==> config.mk <==
export PLATFORM = sky130hd
export DESIGN_NAME = mem_arbiter_flat
export DESIGN_NICKNAME = d
export VERILOG_FILES = /design/src/rtl/mem_arbiter_if.sv /design/src/rtl/mem_arbiter.sv /design/src/flat_wrapper.sv
export SDC_FILE = /design/constraint.sdc
export NUM_CORES = 1
export LEC_CHECK = 0
export CORE_MARGIN = 8
export CORE_UTILIZATION = 35
export DETAILED_ROUTE_END_ITERATION = 7
export GPL_TIMING_DRIVEN = 0
export PLACE_DENSITY = 0.77
export SLEW_MARGIN = 20
export SYNTH_ARGS = -nofsm -noshare
export SYNTH_HDL_FRONTEND = slang
export SYNTH_SLANG_ARGS = --single-unit
==> constraint.sdc <==
create_clock -name clk -period 8.5 [get_ports clk]
set_input_delay 1.7 -clock clk [delete_from_list [all_inputs] [get_ports clk]]
set_output_delay 1.7 -clock clk [all_outputs]
set_load 0.1 [all_outputs]
==> src/rtl/mem_arbiter_if.sv <==
// Core fetch/data request ports and the shared memory port, grouped for the arbiter.
// slave = arbiter view; master = core + memory view.
interface mem_arbiter_if #(
    parameter int AW = 32,
    parameter int DW = 32
);
    logic          if_req;
    logic [AW-1:0] if_addr;
    logic [DW-1:0] if_rdata;
    logic          if_ack;

    logic          d_req;
    logic          d_we;
    logic [2:0]    d_size;
    logic [AW-1:0] d_addr;
    logic [DW-1:0] d_wdata;
    logic [DW-1:0] d_rdata;
    logic          d_ack;

    logic          m_req;
    logic          m_we;
    logic [2:0]    m_size;
    logic [AW-1:0] m_addr;
    logic [DW-1:0] m_wdata;
    logic [DW-1:0] m_rdata;
    logic          m_ack;

    logic          stall;
    logic [31:0]   busy_cycles;

    modport slave (
        input  if_req, if_addr, d_req, d_we, d_size, d_addr, d_wdata, m_rdata, m_ack,
        output if_rdata, if_ack, d_rdata, d_ack,
        output m_req, m_we, m_size, m_addr, m_wdata, stall, busy_cycles
    );

    modport master (
        output if_req, if_addr, d_req, d_we, d_size, d_addr, d_wdata, m_rdata, m_ack,
        input  if_rdata, if_ack, d_rdata, d_ack,
        input  m_req, m_we, m_size, m_addr, m_wdata, stall, busy_cycles
    );
endinterface

==> src/rtl/mem_arbiter.sv <==
// Shares one req/ack memory port between fetch and data (data wins); one transaction at a time.
// Request seen in IDLE drives m_req next cycle; completion ack follows m_ack by one cycle.
module mem_arbiter #(
    parameter int AW = 32,
    parameter int DW = 32
) (
    input  logic           clk,
    input  logic           reset,
    mem_arbiter_if.slave   bus
);
    typedef enum logic [2:0] {IDLE, BUSY_I, BUSY_D, RESP_I, RESP_D} state_t;

    state_t        state;
    logic          m_req_q;
    logic          m_we_q;
    logic [2:0]    m_size_q;
    logic [AW-1:0] m_addr_q;
    logic [DW-1:0] m_wdata_q;
    logic          if_ack_q;
    logic          d_ack_q;
    logic [DW-1:0] if_rdata_q;
    logic [DW-1:0] d_rdata_q;
    logic [31:0]   busy_q;
    logic          grant_d;
    logic          grant_i;

    // The requester acked in RESP_x is not eligible again until the next cycle.
    always_comb begin
        grant_d = 1'b0;
        grant_i = 1'b0;
        case (state)
            IDLE: begin
                grant_d = bus.d_req;
                grant_i = ~bus.d_req & bus.if_req;
            end
            RESP_I:  grant_d = bus.d_req;
            RESP_D:  grant_i = bus.if_req;
            default: ;
        endcase
    end

    always_ff @(posedge clk or posedge reset) begin
        if (reset) begin
            state      <= IDLE;
            m_req_q    <= 1'b0;
            m_we_q     <= 1'b0;
            m_size_q   <= 3'b000;
            m_addr_q   <= '0;
            m_wdata_q  <= '0;
            if_ack_q   <= 1'b0;
            d_ack_q    <= 1'b0;
            if_rdata_q <= '0;
            d_rdata_q  <= '0;
            busy_q     <= 32'd0;
        end else begin
            if_ack_q <= 1'b0;
            d_ack_q  <= 1'b0;
            if (state != IDLE) busy_q <= busy_q + 32'd1;

            if (grant_d) begin
                state     <= BUSY_D;
                m_req_q   <= 1'b1;
                m_we_q    <= bus.d_we;
                m_size_q  <= bus.d_size;
                m_addr_q  <= bus.d_addr;
                m_wdata_q <= bus.d_wdata;
            end else if (grant_i) begin
                state     <= BUSY_I;
                m_req_q   <= 1'b1;
                m_we_q    <= 1'b0;
                m_size_q  <= 3'b010;
                m_addr_q  <= bus.if_addr;
                m_wdata_q <= '0;
            end else begin
                case (state)
                    BUSY_I: if (bus.m_ack) begin
                        if_rdata_q <= bus.m_rdata;
                        if_ack_q   <= 1'b1;
                        m_req_q    <= 1'b0;
                        state      <= RESP_I;
                    end
                    BUSY_D: if (bus.m_ack) begin
                        if (!m_we_q) d_rdata_q <= bus.m_rdata;
                        d_ack_q <= 1'b1;
                        m_req_q <= 1'b0;
                        state   <= RESP_D;
                    end
                    RESP_I, RESP_D: state <= IDLE;
                    default: ;
                endcase
            end
        end
    end

    assign bus.m_req       = m_req_q;
    assign bus.m_we        = m_we_q;
    assign bus.m_size      = m_size_q;
    assign bus.m_addr      = m_addr_q;
    assign bus.m_wdata     = m_wdata_q;
    assign bus.if_ack      = if_ack_q;
    assign bus.d_ack       = d_ack_q;
    assign bus.if_rdata    = if_rdata_q;
    assign bus.d_rdata     = d_rdata_q;
    assign bus.busy_cycles = busy_q;
    assign bus.stall       = (bus.if_req & ~if_ack_q) | (bus.d_req & ~d_ack_q);
endmodule

==> src/flat_wrapper.sv <==
// flat-port wrapper written by rule: the top's interface ports become plain ports
module mem_arbiter_flat 
#(
    parameter int AW = 32,
    parameter int DW = 32
)
  (clk, reset, bus_if_req, bus_if_addr, bus_d_req, bus_d_we, bus_d_size, bus_d_addr, bus_d_wdata, bus_m_rdata, bus_m_ack, bus_if_rdata, bus_if_ack, bus_d_rdata, bus_d_ack, bus_m_req, bus_m_we, bus_m_size, bus_m_addr, bus_m_wdata, bus_stall, bus_busy_cycles);
  mem_arbiter_if #(.AW(AW), .DW(DW)) bus_i ();
  input  logic clk;
  input  logic reset;
  input wire logic [$bits(bus_i.if_req)-1:0] bus_if_req;
  input wire logic [$bits(bus_i.if_addr)-1:0] bus_if_addr;
  input wire logic [$bits(bus_i.d_req)-1:0] bus_d_req;
  input wire logic [$bits(bus_i.d_we)-1:0] bus_d_we;
  input wire logic [$bits(bus_i.d_size)-1:0] bus_d_size;
  input wire logic [$bits(bus_i.d_addr)-1:0] bus_d_addr;
  input wire logic [$bits(bus_i.d_wdata)-1:0] bus_d_wdata;
  input wire logic [$bits(bus_i.m_rdata)-1:0] bus_m_rdata;
  input wire logic [$bits(bus_i.m_ack)-1:0] bus_m_ack;
  output wire logic [$bits(bus_i.if_rdata)-1:0] bus_if_rdata;
  output wire logic [$bits(bus_i.if_ack)-1:0] bus_if_ack;
  output wire logic [$bits(bus_i.d_rdata)-1:0] bus_d_rdata;
  output wire logic [$bits(bus_i.d_ack)-1:0] bus_d_ack;
  output wire logic [$bits(bus_i.m_req)-1:0] bus_m_req;
  output wire logic [$bits(bus_i.m_we)-1:0] bus_m_we;
  output wire logic [$bits(bus_i.m_size)-1:0] bus_m_size;
  output wire logic [$bits(bus_i.m_addr)-1:0] bus_m_addr;
  output wire logic [$bits(bus_i.m_wdata)-1:0] bus_m_wdata;
  output wire logic [$bits(bus_i.stall)-1:0] bus_stall;
  output wire logic [$bits(bus_i.busy_cycles)-1:0] bus_busy_cycles;
  assign bus_i.if_req = bus_if_req;
  assign bus_i.if_addr = bus_if_addr;
  assign bus_i.d_req = bus_d_req;
  assign bus_i.d_we = bus_d_we;
  assign bus_i.d_size = bus_d_size;
  assign bus_i.d_addr = bus_d_addr;
  assign bus_i.d_wdata = bus_d_wdata;
  assign bus_i.m_rdata = bus_m_rdata;
  assign bus_i.m_ack = bus_m_ack;
  assign bus_if_rdata = bus_i.if_rdata;
  assign bus_if_ack = bus_i.if_ack;
  assign bus_d_rdata = bus_i.d_rdata;
  assign bus_d_ack = bus_i.d_ack;
  assign bus_m_req = bus_i.m_req;
  assign bus_m_we = bus_i.m_we;
  assign bus_m_size = bus_i.m_size;
  assign bus_m_addr = bus_i.m_addr;
  assign bus_m_wdata = bus_i.m_wdata;
  assign bus_stall = bus_i.stall;
  assign bus_busy_cycles = bus_i.busy_cycles;
  mem_arbiter #(.AW(AW), .DW(DW)) u_core (.clk(clk), .reset(reset), .bus(bus_i));
endmodule
* Word level (Yosys, flattened, before mapping)
Cells that the tools add are included.
** Word-level totals
- Word-level logic and storage cells :: 67
- Output and inout port bits :: 168
- Flip-flop bits (word level) :: 170
** Cells by class
- Bitwise operators :: 10
- Muxes and demuxes :: 26
- Equality and inequality tests :: 6
- Reduce and logical (&&, ||, !) cells :: 13
- Add/subtract/negate cells :: 1
** Operators by type and width (number)
- $mux W32 :: 4
- $add A32 B1 Y32 const B :: 1
- $mux W3 :: 6
- $mux W1 :: 14
- $pmux W3 S3 :: 1
- $reduce_bool A3 Y1 :: 3
- $ne A4 B2 Y1 const B :: 2
- $eq A3 B2 Y1 const B :: 2
- $not A1 Y1 :: 6
- $reduce_or A2 Y1 :: 3
- $reduce_and A5 Y1 :: 1
- $reduce_bool A5 Y1 :: 1
- $reduce_and A4 Y1 :: 1
- $and A1 B1 Y1 :: 3
- $eq A3 B1 Y1 const B :: 1
- $eq A3 B3 Y1 const B :: 1
- $logic_not A3 Y1 :: 1
- $reduce_and A3 Y1 :: 1
- $pmux W1 S2 :: 1
- $reduce_and A2 Y1 :: 1
- $reduce_bool A2 Y1 :: 1
- $or A1 B1 Y1 :: 1

* Logic depth before layout (Yosys ltp)
Gate-level depths: netlist of run 1.
- Word-level depth :: 5
- Mapped depth :: 7

* Least setup slack after synthesis of run 1
No wires, ideal clock.
- Path type :: input to output
- Start point :: input bus_d_req
- End point :: output bus_stall
- Buffers on the path :: 0
- Path slack :: 3611 ps
- Cell stages on the path :: 2
- Arrival time :: 3189 ps
- Cells stage by stage :: inv_1 > o22ai_1
** On the way
- Word-level cells in the longest chain between the ends :: 2
** Ends and longest elaborated chain
- start: declaration :: RTL line flat_wrapper.sv:13 : input wire logic [$bits(bus_i.d_req)-1:0] bus_d_req;
- $and A1 B1 Y1 :: RTL line mem_arbiter.sv:105 : assign bus.stall = (bus.if_req & ~if_ack_q) | (bus.d_req & ~d_ack_q);
- $or A1 B1 Y1 :: RTL line mem_arbiter.sv:105
- end: declaration :: RTL line flat_wrapper.sv:29 : output wire logic [$bits(bus_i.stall)-1:0] bus_stall;
No other way between the ends.

* Worst setup path after layout of run 1
- Start point :: input bus_if_req
- End point :: output bus_stall
** On the way
- Word-level cells in the longest chain between the ends :: 2
** Ends and longest elaborated chain
- start: declaration :: RTL line flat_wrapper.sv:11 : input wire logic [$bits(bus_i.if_req)-1:0] bus_if_req;
- $and A1 B1 Y1 :: RTL line mem_arbiter.sv:105
- $or A1 B1 Y1 :: RTL line mem_arbiter.sv:105
No other way between the ends.

==> results of run 1 <==
==> Yosys cell counts (2+ instances only) <==
cell,n
dfrtp_1,170
clkbuf_1,2
inv_1,4
a21oi_1,3
nand4_1,10
nor3_1,2
o22a_1,2
buf_4,9
mux2_2,91
a22o_1,35
nand3_1,12
and3_1,5
o21ai_0,3
mux2_1,9
xor2_1,5
buf_2,3
nor2_1,6
nand2_1,12
and4_1,3
xnor2_1,26
nor2b_1,2
nor4_4,2
mux2_4,29
buf_6,11
==> final timing paths <==
| check | from | to | cells past startpoint |
|---|---|---|---|
| worst max-delay path | bus_if_req | bus_stall | 4 |
| worst min-delay path | u_core.bus.d_rdata[0] | u_core.bus.d_rdata[0] | 1 |
| worst max register to register | u_core.state[0] | u_core.bus.m_addr[31] | 5 |
| worst min register to register | u_core.bus.d_rdata[0] | u_core.bus.d_rdata[0] | 1 |
| max in group asynchronous | reset | u_core.bus.d_rdata[18] | 3 |
| min in group asynchronous | reset | u_core.bus.busy_cycles[14] | 2 |
==> layout make-up <==
type                            instances  share of cell area (%)
Clock inverter                         13                    1.77
Inverter                                4                   0.200
Tap cell                              270                    2.99
Timing Repair Buffer                  305                    27.2
Sequential cell                       170                    37.7
Multi-Input combinational cell        279                    24.3
Clock buffer                           19                    3.93
Buffer                                 25                    1.90
==> logic make-up (layout without fill, tap and decap cells) <==
kind of cell / count (synthesis) / in the layout / synth area share [%]
AND/OR/NAND/NOR: 68 / 68 / 6.46
XOR/XNOR: 32 / 32 / 3.98
flip-flops: 170 / 170 / 58.9
buffers and inverters: 29 / 366 / 3.17
multiplexers: 130 / 130 / 21.7
AO/OA/AOI/OAI: 48 / 48 / 5.59
adder cells (fa/ha/maj): 1 / 1 / 0.173
==> worst register-to-register path: cells and delay by family, from the launching register on <==
kind / cells / cell delay, ns
simple gates: 1 / 0.26
mux: 1 / 0.36
flops: 1 / 0.44
buf+inv: 2 / 0.47
compound gates: 1 / 0.24
==> layer usage <==
layer / track usage, % / routed length (um) / up-vias
met2: 27.8 / 10400 / 197
met4: 5.06 / 369 / 0
met1: 18.2 / 8370 / 2600
met5: 0 / 0 / -
met3: 5.76 / 1440 / 20
li1: - / - / 2368
==> sequential cells by signal, indices dropped and copies added, names as in the netlist <==
name                    count
u_core.bus.d_rdata         32
u_core.bus.busy_cycles     32
u_core.bus.m_addr          32
u_core.bus.if_ack           1
u_core.bus.m_we             1
u_core.bus.m_wdata         32
u_core.bus.m_size           3
u_core.bus.m_req            1
u_core.bus.if_rdata        32
u_core.bus.d_ack            1
u_core.state                3
==> per-stage QoR <==
step           instance area [sq um]  setup WS [ns]  cells
2_1_floorplan                   7230           2.20    478
3_3_place_gp                   10600         -0.207   1052
3_5_place_dp                   10600           3.19   1053
4_1_cts                        11300           3.18   1085
5_1_grt                        11300           3.15   1085
6_report                       11300           3.20   1085
==> results.py, run 1 <==
metrics = {
    "run_status": {
        "outcome": "complete, no violations",
    },
    "floorplanning": {
        "die_h_um": 160,
        "rows": 52,
        "dieWidth_um": 160,
        "ios": 305,
        "die-area_sq_um": 25500,
        "core_region_area_sq_um": 20200,
        "start_util_pct": 35.7,
    },
    "synth": {
        "synthFlopType": "dfrtp_1",
        "seq_area_frac_synth_pct": 58.9,
        "avgSynthCellArea_sq_um": 15.1,
        "synth_edf_count": 0,
        "yosysTopAreaCell": "dfrtp_1",
        "netlist_area_sq_um": 7230,
        "ys_seq_elements": 170,
        "synthArstFlopShare_pct": 100,
        "synth.area.top_cells": "dfrtp_1, mux2_2, mux2_4",
        "ys_warn_count": 0,
        "netlist.area_leader.share_pct": 58.9,
        "postSynthNetCount": 616,
        "synthCells": 478,
        "synth_cell_types": 46,
    },
    "drt": {
        "post_drt_via_cell_ratio": 4.78,
        "drtIter0Drc": 200,
        "drtPass1Iterations": 4,
        "postRouteAntennaNets": 0,
        "wl_um": 20600,
        "drc_errors": 0,
        "post_drt_wl_per_cell_um": 19.0,
        "route.vias.total": 5185,
    },
    "clock_tree": {
        "clk_pin_slew_ns": 0.07,
        "htreeDepth": 4,
        "holdBufCountCts": 0,
        "cts_made_buffers": 17,
        "cts_tree": "yes",
        "cts.sinks": 170,
        "root_buffer": "clkbuf_16",
        "cts_setup_buffers": 0,
        "clk-insertion-delay-late_ns": 0.42,
        "cts.path.max_buffers": 2,
        "cts_repair_resize_count": 0,
    },
    "sta": {
        "setup_tns_ns": 0,
        "whs_ns": 0.484,
        "fmax_ghz": 0.189,
        "skew_ns": 0.0119,
        "setup_violations": 0,
        "worst_slew_pin_slew_ns": 1.05,
        "slew_violations": 0,
        "slew_headroom_pct": 29.8,
        "period_share_pct": 62.4,
        "final.min_clock_period_ns": 5.30,
        "hold_violations": 0,
        "rsz0062_at_grt": "no",
    },
    "worst_setup_path": {
        "worstSetupEndpointType": "primary output",
        "rrSetupSlack_ns": 6.62,
        "crit_chain": "clkdlybuf4s50_1, inv_1, o22ai_1, clkdlybuf4s50_1",
        "worstPathArrival_ns": 3.60,
        "cpLargestDelayFamily": "buffers and inverters",
        "crit_top_cell": "clkdlybuf4s50_1",
        "worstPathRequired_ns": 6.80,
        "cpPeakStageDelay_ns": 1.18,
        "start_kind": "input port",
        "crit_path_top_delay_cell": "clkdlybuf4s50_1",
        "cp_num_buf_inv": 3,
        "path_max_fanout": 3,
        "worstSetupPathType": "input port to primary output",
    },
    "placement": {
        "io_buffers": 304,
        "place.gp.congestion": 0.755,
        "dp_hpwl_um": 15800,
    },
    "finish": {
        "final_common_cell": "clkdlybuf4s50_1",
        "layout.nets": 940,
        "fill_cells": 1700,
        "seqCellArea_sq_um": 4250,
        "drive_gt1_share_pct": 23.4,
        "layout_common_cells": "clkdlybuf4s50_1, dfrtp_1, mux2_2",
        "area_growth_pct": 56.2,
        "multi_input_area_sq_um": 2740,
        "n_antenna_cell": 0,
        "finalCoreUtilization_pct": 55.8,
    },
    "grt": {
        "grt_pass1_wl_um": 32700,
        "grt_pass1_vias": 5770,
        "antenna_found_initial": 0,
        "grt_max_degree": 103,
        "grt_overflow": 0,
        "track_usage_pct": 16.0,
    },
    "job": {
        "max_cap_violations": 0,
    },
    "hold_path": {
        "worstHoldPathType": "register to register",
    },
}
Power of run 1 is not shown: default switching activity piles up to over one toggle a cycle in this logic, so the estimate is an artifact.
==> inputs of run 2 (changes only) <==
- clock period: 8.5 -> 5.4 ns (I/O delays scaled with it)
==> run 2 against run 1 <==
Non-clock buffer count up 5; register-to-register slack worse by 3.1 ns; clock skew down 0.0012 ns; first-iteration DRC count down 4.0%; die area unchanged; worst setup slack worse by 1.9 ns; critical path depth unchanged; sequential share of layout area down 0.096 points; worst hold slack better by 0.00061 ns; via count down 0.48%.
==> results.py, run 2 (synthesis gave the netlist of run 1 again) <==
metrics = {
    "worst_setup_path": {
        "r2r_start": "u_core.state[0]",
        "rrSetupSlack_ns": 3.53,
        "endpoint": "bus_stall",
        "worstPathArrival_ns": 3.01,
        "worstSetupEndpointType": "primary output",
        "worstSetupPathType": "input port to primary output",
        "rr_worst_depth": 5,
        "reg2reg_to": "u_core.bus.m_addr[23]",
        "path_max_fanout": 3,
        "worstPathRequired_ns": 4.32,
        "worstSetupStartpoint": "bus_if_req",
        "start_kind": "input port",
    },
    "clock_tree": {
        "cts_setup_buffers": 0,
        "clk_pin_slew_ns": 0.07,
        "cts_repair_resize_count": 0,
        "htreeDepth": 4,
        "root_buffer": "clkbuf_16",
        "holdBufCountCts": 0,
        "cts.path.max_buffers": 2,
        "clk-insertion-delay-late_ns": 0.42,
        "cts.sinks": 170,
        "cts_made_buffers": 17,
        "cts_tree": "yes",
    },
    "placement": {
        "io_buffers": 304,
        "dp_hpwl_um": 16000,
        "place_ws_ns": 1.29,
        "place.gp.congestion": 0.759,
    },
    "floorplanning": {
        "die_h_um": 160,
        "dieWidth_um": 160,
        "die-area_sq_um": 25500,
        "rows": 52,
        "core_region_area_sq_um": 20200,
        "ios": 305,
        "start_util_pct": 35.7,
    },
    "hold_path": {
        "worstHoldPathType": "register to register",
    },
    "sta": {
        "slew_violations": 0,
        "fmax_ghz": 0.245,
        "rsz0062_at_grt": "no",
        "worst_slew_pin_slew_ns": 1.06,
        "period_share_pct": 75.7,
        "hold_violations": 0,
        "skew_ns": 0.0107,
        "setup_violations": 0,
        "setup_tns_ns": 0,
        "setup_slack_ns": 1.31,
        "final.min_clock_period_ns": 4.09,
        "slew_headroom_pct": 29.1,
    },
    "drt": {
        "drtPass1Iterations": 5,
        "route.vias.total": 5160,
        "drtIter0Drc": 192,
        "post_drt_via_cell_ratio": 4.73,
        "postRouteAntennaNets": 0,
        "drc_errors": 0,
        "post_drt_wl_per_cell_um": 18.7,
        "wl_um": 20400,
    },
    "run_status": {
        "outcome": "complete, no violations",
    },
    "finish": {
        "layout_common_cells": "clkdlybuf4s50_1, dfrtp_1, mux2_2",
        "seqCellArea_sq_um": 4250,
        "final_common_cell": "clkdlybuf4s50_1",
        "drive_gt1_share_pct": 23.9,
        "area_growth_pct": 56.6,
        "multi_input_area_sq_um": 2740,
        "layout.nets": 945,
        "finalCoreUtilization_pct": 55.9,
        "fill_cells": 1710,
    },
    "grt": {
        "grt_overflow": 0,
        "track_usage_pct": 15.9,
        "grt_max_degree": 36,
        "grt_pass1_wl_um": 32500,
        "grt_pass1_vias": 5728,
        "antenna_found_initial": 1,
    },
    "job": {
        "max_cap_violations": 0,
    },
}
-- run 2: changes by cell type in the layout (fill, tap and decap cells not counted), sizes merged --
cell | before | now
buf | 24 | 29
bufinv | 4 | 0
clkinv | 2 | 3
clkinvlp | 1 | 4
diode | 0 | 1
-- run 2: how the worst min path moves through the flow --
stage	start	endpoint	slack, ns	depth (start not counted)
finish	u_core.bus.busy_cycles[31]	u_core.bus.busy_cycles[31]	0.48	1
global placement	u_core.bus.busy_cycles[31]	u_core.bus.busy_cycles[31]	0.46	1
global route	u_core.bus.busy_cycles[31]	u_core.bus.busy_cycles[31]	0.51	1
floorplan	u_core.state[0]	u_core.bus.d_ack	0.51	1
CTS	u_core.bus.busy_cycles[31]	u_core.bus.busy_cycles[31]	0.48	1
detailed placement	u_core.bus.busy_cycles[31]	u_core.bus.busy_cycles[31]	0.46	1
-- run 2: critical path: stages --
cell,delay [ns]
clkdlybuf4s50_1,0.51
inv_1,0.05
o22ai_1,0.15
clkdlybuf4s50_1,1.21
-- run 2: area by class of cell --
cell class,count,share of cell area (%)
Multi-Input combinational cell,279,24.2
Sequential cell,170,37.6
Antenna cell,1,0.0221
Inverter,4,0.166
Tap cell,270,2.99
Timing Repair Buffer,310,28.0
Clock buffer,19,3.92
Buffer,25,1.89
Clock inverter,13,1.15
-- run 2: per-layer routing --
layer	share of wire (%)	up-vias	track usage (%)	wire, um
li1	-	2389	-	-
met1	42	2554	18.9	8540
met2	50	195	26.9	10100
met3	6.6	22	5.35	1350
met4	1.9	0	4.89	394
met5	0	-	0	0
-- run 2: stage by stage --
step / hold WS [ns] / std cells / instance area (sq um)
floorplan: 0.514 / 478 / 7230
CTS: 0.484 / 1090 / 11300
detailed placement: 0.463 / 1058 / 10700
finish: 0.485 / 1091 / 11300
global route: 0.513 / 1091 / 11300
global placement: 0.463 / 1052 / 10600
Power of run 2 is left out for the same reason.
==> inputs of run 3 (changes only) <==
- clock period: 5.4 -> 4.1 ns (I/O delays scaled with it)
==> results of run 3 <==
The final DEF is identical to that of run 2. Status: complete, no violations.
Among the figures that moved: setup slack after placement 1.29 ns -> 0.507 ns; setup slack after layout 1.31 ns -> 0.530 ns; register-to-register setup slack 3.53 ns -> 2.23 ns
Power of run 3 is left out for the same reason.
